[src/rtl/mem_port_arbiter.sv]
// Shares one 256x8 async-read memory between IF (read-only) and DM (read/write); DM has priority with a burst limit.
// Optional build macro MEM_ARB_STATS_EN adds Stats_Clr / Conflict_Count.
module mem_port_arbiter #(
  parameter int unsigned MAX_DM_BURST = 3
) (
  input  logic       CLK,
  input  logic       RST_n,
  input  logic       IF_Req,
  input  logic [7:0] IF_Addr,
  output logic       IF_Ack,
  output logic [7:0] IF_Rdata,
  input  logic       DM_Req,
  input  logic       DM_We,
  input  logic [7:0] DM_Addr,
  input  logic [7:0] DM_Wdata,
  output logic       DM_Ack,
  output logic [7:0] DM_Rdata,
`ifdef MEM_ARB_STATS_EN
  input  logic       Stats_Clr,
  output logic [7:0] Conflict_Count,
`endif
  output logic [7:0] Mem_Address,
  output logic [7:0] Mem_Data_in,
  output logic       Mem_W_En,
  output logic       Mem_R_En,
  input  logic [7:0] Mem_Data_out,
  output logic       Busy
);

  typedef enum logic [1:0] {IDLE, ACCESS, DONE} state_t;

  state_t     state, next_state;
  logic       owner_dm;
  logic       lat_we;
  logic [7:0] lat_addr;
  logic [7:0] lat_wdata;
  logic [3:0] burst_cnt;
  logic       any_req;
  logic       burst_at_max;
  logic       grant_dm;

  assign any_req      = IF_Req | DM_Req;
  assign burst_at_max = (burst_cnt == 4'(MAX_DM_BURST));
  // IF only beats a pending DM once DM has used up its burst allowance
  assign grant_dm     = DM_Req & ~(IF_Req & burst_at_max);

  always_ff @(posedge CLK or negedge RST_n) begin
    if (!RST_n) state <= IDLE;
    else        state <= next_state;
  end

  always_comb begin
    next_state  = state;
    Mem_Address = 8'h00;
    Mem_Data_in = 8'h00;
    Mem_W_En    = 1'b0;
    Mem_R_En    = 1'b0;
    Busy        = 1'b0;
    case (state)
      IDLE: begin
        if (any_req) next_state = ACCESS;
      end
      ACCESS: begin
        next_state  = DONE;
        Busy        = 1'b1;
        Mem_Address = lat_addr;
        Mem_Data_in = lat_wdata;
        Mem_W_En    = lat_we;
        Mem_R_En    = ~lat_we;
      end
      DONE: begin
        next_state = IDLE;
        Busy       = 1'b1;
      end
      default: next_state = IDLE;
    endcase
  end

  always_ff @(posedge CLK or negedge RST_n) begin
    if (!RST_n) begin
      owner_dm  <= 1'b0;
      lat_we    <= 1'b0;
      lat_addr  <= 8'h00;
      lat_wdata <= 8'h00;
      burst_cnt <= 4'd0;
      IF_Ack    <= 1'b0;
      DM_Ack    <= 1'b0;
      IF_Rdata  <= 8'h00;
      DM_Rdata  <= 8'h00;
    end else begin
      IF_Ack <= 1'b0;
      DM_Ack <= 1'b0;
      if (state == IDLE && any_req) begin
        owner_dm  <= grant_dm;
        lat_addr  <= grant_dm ? DM_Addr : IF_Addr;
        lat_we    <= grant_dm & DM_We;
        lat_wdata <= (grant_dm && DM_We) ? DM_Wdata : 8'h00;
        if (!grant_dm)
          burst_cnt <= 4'd0;
        else if (IF_Req && !burst_at_max)
          burst_cnt <= burst_cnt + 4'd1;
      end
      if (state == ACCESS) begin
        if (owner_dm) begin
          DM_Ack <= 1'b1;
          if (!lat_we) DM_Rdata <= Mem_Data_out;
        end else begin
          IF_Ack   <= 1'b1;
          IF_Rdata <= Mem_Data_out;
        end
      end
    end
  end

`ifdef MEM_ARB_STATS_EN
  always_ff @(posedge CLK or negedge RST_n) begin
    if (!RST_n)
      Conflict_Count <= 8'h00;
    else if (Stats_Clr)
      Conflict_Count <= 8'h00;
    else if (state == IDLE && IF_Req && DM_Req && Conflict_Count != 8'hFF)
      Conflict_Count <= Conflict_Count + 8'h01;
  end
`endif

endmodule

[config.mk]
export PLATFORM = sky130hd
export DESIGN_NAME = mem_port_arbiter
export DESIGN_NICKNAME = d
export VERILOG_FILES = /design/src/rtl/mem_port_arbiter.sv
export SDC_FILE = /design/constraint.sdc
export NUM_CORES = 1
export LEC_CHECK = 0
export ABC_AREA = 1
export CAP_MARGIN = 20
export CORE_MARGIN = 2
export CORE_UTILIZATION = 45
export DETAILED_ROUTE_END_ITERATION = 7
export PLACE_DENSITY = 0.9
export SLEW_MARGIN = 20
export SYNTH_ARGS = -nofsm -noshare
export SYNTH_HDL_FRONTEND = slang
export SYNTH_SLANG_ARGS = --single-unit
[constraint.sdc]
create_clock -name CLK -period 1.5 [get_ports CLK]
set_input_delay 0.15 -clock CLK [delete_from_list [all_inputs] [get_ports CLK]]
set_output_delay 0.15 -clock CLK [all_outputs]
set_load 0.005 [all_outputs]
==> Implementation_results.wiki <==
{| class="wikitable"
! Metric !! Value
|-
| Total power of the final layout || between 5 and 6 mW
|-
| Post-Synth XOR/XNOR Area || 0.4149%
|-
| Via count of the routed design || around 2000
|-
| Routed wire length || ~5.5 mm
|-
| Number of distinct library cells after synthesis || 23
|-
| Initial antenna violation count || 0
|-
| Area enclosed by the die boundary || around 0.0053 sq mm
|-
| Clock slew at the register clock pins of the worst setup and hold paths || about 0.080 ns
|-
| Register cell area after layout || 0.001052 sq mm
|-
| RSZ-0062 raised after global routing || true
|-
| Maximum number of pins on one net before global-route repair || 24
|-
| Crit path launch type || flop
|-
| Simple-Gate Fraction of Synth Area || 27.68%
|-
| Total global-route track usage || between 20% and 30%
|-
| Worst path max stage delay || between 0.4 and 0.5 ns
|-
| Vias in the first global route || ~1900
|-
| Maximum clock frequency || roughly 660 MHz
|-
| Detailed Place HPWL || around 3.7 mm
|-
| Quantity of I/O buffers inserted on ports || 73
|-
| Ant. Diodes || 0
|-
| Latest clock arrival within the worst-skew pair || ~0.29 ns
|-
| Final setup violation count || 4
|-
| Static leakage || between 1.5 and 2 nW
|-
| Layout Nets || just under 400
|-
| Routing usage on met1 || 25.90%
|-
| Post-Route Utilization || 73.34%
|-
| Failing checks || setup timing
|-
| Max transition margin || between 60% and 70%
|-
| Power density over the cells || about 1800 mW/mm^2
|-
| Top Ports || 74
|-
| Buffers plus inverters on the worst setup path || 4
|-
| Total nets after synthesis || about 300
|-
| Synth warnings || 0
|-
| DRC marker count from the first detailed-route iteration || 111
|-
| Area share of fa/ha/maj cells after synthesis || about 1.8%
|-
| Slew at the pin with the worst max-slew slack || 0.4840 ns
|-
| Number of failing hold endpoints at the final stage || 0
|-
| CTS Root Cell || clkbuf_8
|-
| Pins Over Slew Limit || 0
|-
| Sequence of cells on the critical path || ha_4 -> buf_6 -> buf_8 -> nand2_2 -> inv_2 -> buf_2
|-
| Number of buffers added by the clock tree synthesis step || 5
|-
| Starting utilization of the core area || a little under half
|-
| Post-DR vias/cell || slightly below 5
|-
| Layout area overhead || 54.42%
|-
| Crit share post-route || 100.4%
|-
| Area of combinational cells with multiple inputs || around 930 sq um
|-
| Post-Syn Area per Cell || slightly above 8 sq um
|-
| Level count of the clock H-tree || 2
|-
| Height of the die || just over 70 um
|-
| Final critical-path required period || 1.507 ns
|-
| Largest family of logic cells by synthesized area || simple AND/OR/NAND/NOR gates
|-
| Placement Rows || 24
|-
| Proportion of synthesized area in mux cells || 0%
|-
| Crit path max fanout || 6
|-
| Finished Layout Cells || just over 400
|-
| Signal arrival time at the worst endpoint || approximately 1.4 ns
|-
| Cell with the biggest individual delay on the critical path || dfrtp_1
|-
| Length of the first detailed-routing pass in iterations || 4
|-
| Seq cells post-synth || 42
|-
| Worst hold path type || in2async
|-
| Global-route wire length before repair || slightly below 9 mm
|-
| Max cap viols || 0
|-
| Compound-gate portion of the synthesized area || about 6.6%
|-
| Cells after synthesis || 262
|-
| Type of the setup path with the least slack || reg2out
|-
| Total overflow reported by the global router || 0
|-
| Fill cells || 337
|-
| Met2 track demand over resource || 38.84%
|-
| Clock buffer depth || 2
|-
| Largest vdd supply drop || around 0.001 V
|-
| Setup TNS || -0.01412 ns
|-
| Fraction of layout instances using a drive strength above 1 || slightly below 30%
|-
| Setup clock skew after layout || 0.006292 ns
|-
| Worst path top cell family by delay || flip-flops
|-
| Summed instance area of the synthesized netlist || about 0.0021 sq mm
|-
| Die outline width || 72.49 um
|-
| WL/cell || 13.52 um
|-
| Sequential share of the synthesized area || 49.79%
|-
| Clock tree from TritonCTS || built
|-
| Antenna Nets Post-Route || 0
|-
| Global routing met3 resource utilization || under 10%
|-
| Kind of capture point of the worst setup path || output port
|-
| TritonCTS Sinks || 42
|-
| Setup slack after layout || -0.006681 ns
|-
| Post-detailed-route DRC marker count || 0
|-
| Inst Count DP || roughly 390
|-
| Outcome || finished with violations
|-
| Routability congestion estimate || 0.8312
|-
| Placeable core area || 0.004444 sq mm
|-
| Critical path data required time || around 1.4 ns
|-
| Highest-utilization routing layer at the global route stage || met2
|}
==> per-stage QoR <==
step | hold slack [ns] | cell area, sq um | setup WS, ns
finish | 0.3533 | 3259 | -0.006681
global route | 0.3855 | 3259 | -0.05878
CTS | 0.3475 | 3202 | -0.07346
detailed placement | 0.1301 | 2959 | -0.05715
global placement | 0.1246 | 2959 | -0.01410
floorplan | -0.1456 | 2111 | 0.1106
==> cells in the mapped netlist <==
cell type | count | area (sq um)
clkbuf_1 | 1 | 3.750
clkbuf_2 | 1 | 5.000
xor2_1 | 1 | 8.760
nor2_4 | 3 | 33.78
o21ai_2 | 9 | 78.83
nor2_1 | 5 | 18.77
nand4_1 | 1 | 6.260
inv_1 | 52 | 195.2
o21ai_0 | 9 | 45.04
nand3_1 | 25 | 125.1
nor2_2 | 1 | 6.260
a31oi_1 | 1 | 6.260
buf_6 | 5 | 56.30
nand2_4 | 2 | 22.52
ha_1 | 3 | 37.54
or2_1 | 1 | 6.260
nor2_8 | 1 | 20.02
dfrtp_1 | 42 | 1051
inv_2 | 2 | 7.510
a21oi_1 | 2 | 10.01
nand2_1 | 92 | 345.3
buf_4 | 2 | 15.01
inv_4 | 1 | 6.260
==> placed cells by master, fill, tap and decap left out, types with 2 or more instances in the layout <==
master / count
nand2_4: 5
inv_1: 43
dfrtp_1: 41
nor2_1: 4
clkbuf_2: 5
buf_2: 12
nor2_4: 5
buf_4: 13
ha_4: 2
nand2_2: 12
o21ai_2: 7
nand2_1: 76
o21ai_0: 9
inv_4: 2
buf_6: 7
clkdlybuf4s50_1: 53
buf_12: 2
nand3_1: 20
inv_2: 9
nand3_2: 5
a21oi_1: 2
clkbuf_8: 6
o21ai_4: 2
==> flip-flops by register name (all words and copies together) (netlist names) <==
| register | flops |
|---|---|
| DM_Rdata | 8 |
| IF_Rdata | 8 |
| lat_addr | 8 |
| lat_wdata | 8 |
| burst_cnt | 4 |
| state | 2 |
| DM_Ack | 1 |
| IF_Ack | 1 |
| lat_we | 1 |
| owner_dm | 1 |
==> final cells by class <==
cell class,instances,share of cell area (%)
clock inverters,1,0.9213
flip-flops and latches,42,32.28
multi-input cells,157,28.41
repair buffers,95,27.14
inverters,55,6.718
well taps,52,1.996
clock buffers,6,2.534
==> power breakdown <==
part	leakage, nW	total, mW	internal (mW)	switching, mW
registers	0.531	2.03	1.64	0.387
logic	1.23	2.89	1.51	1.37
clock network	0.0573	0.901	0.532	0.368
==> worst reg2reg max path, stage by stage, from the launching register on <==
cell and delay [ns]:
dfrtp_1 0.41, ha_1 0.21, inv_1 0.06, nor2_1 0.18, nand2_4 0.10, nand2_8 0.12
inv_2 0.12, nand3_1 0.10, nand2_1 0.05
==> cells by family after synthesis <==
logic type	Yosys count
xor+xnor	1
compound gates	21
buf+inv	64
flops	42
simple gates	131
fa+ha+maj	3
==> repair_timing <==
| item | CTS | global route |
|---|---|---|
| gates resized for setup | 94 | 37 |
| hold endpoints to repair | 19 | 0 |
| hold buffers | 1 | 0 |
| buffers inserted | 5 | 3 |
| setup endpoints to repair | 26 | 54 |
| cloned | 3 | 0 |
| pin swaps | 4 | 5 |
==> per-layer routing <==
metal  share of wire, %  up-vias
met1                 39      935
met4                1.8        0
met5                  0        -
met3                4.9        8
li1                   -      977
met2                 54       63
==> worst paths after layout <==
| path | slack [ns] | cells past startpoint | to | startpoint |
|---|---|---|---|---|
| worst max-delay path | -0.007 | 6 | Mem_Address[2] | state[0]$_DFFE_PN0P_ |
| worst min-delay path | 0.35 | 2 | DM_Rdata[0]$_DFFE_PN0P_ | RST_n |
| worst max register to register | 0.04 | 8 | lat_wdata[4]$_DFFE_PN0P_ | burst_cnt[1]$_DFFE_PN0P_ |
| worst min register to register | 0.49 | 2 | lat_addr[1]$_DFFE_PN0P_ | lat_addr[1]$_DFFE_PN0P_ |
| max in group asynchronous | 0.66 | 3 | lat_addr[6]$_DFFE_PN0P_ | RST_n |
| min in group CLK | 0.41 | 3 | lat_wdata[1]$_DFFE_PN0P_ | DM_Wdata[1] |
Power figures use the tool's default switching activity.
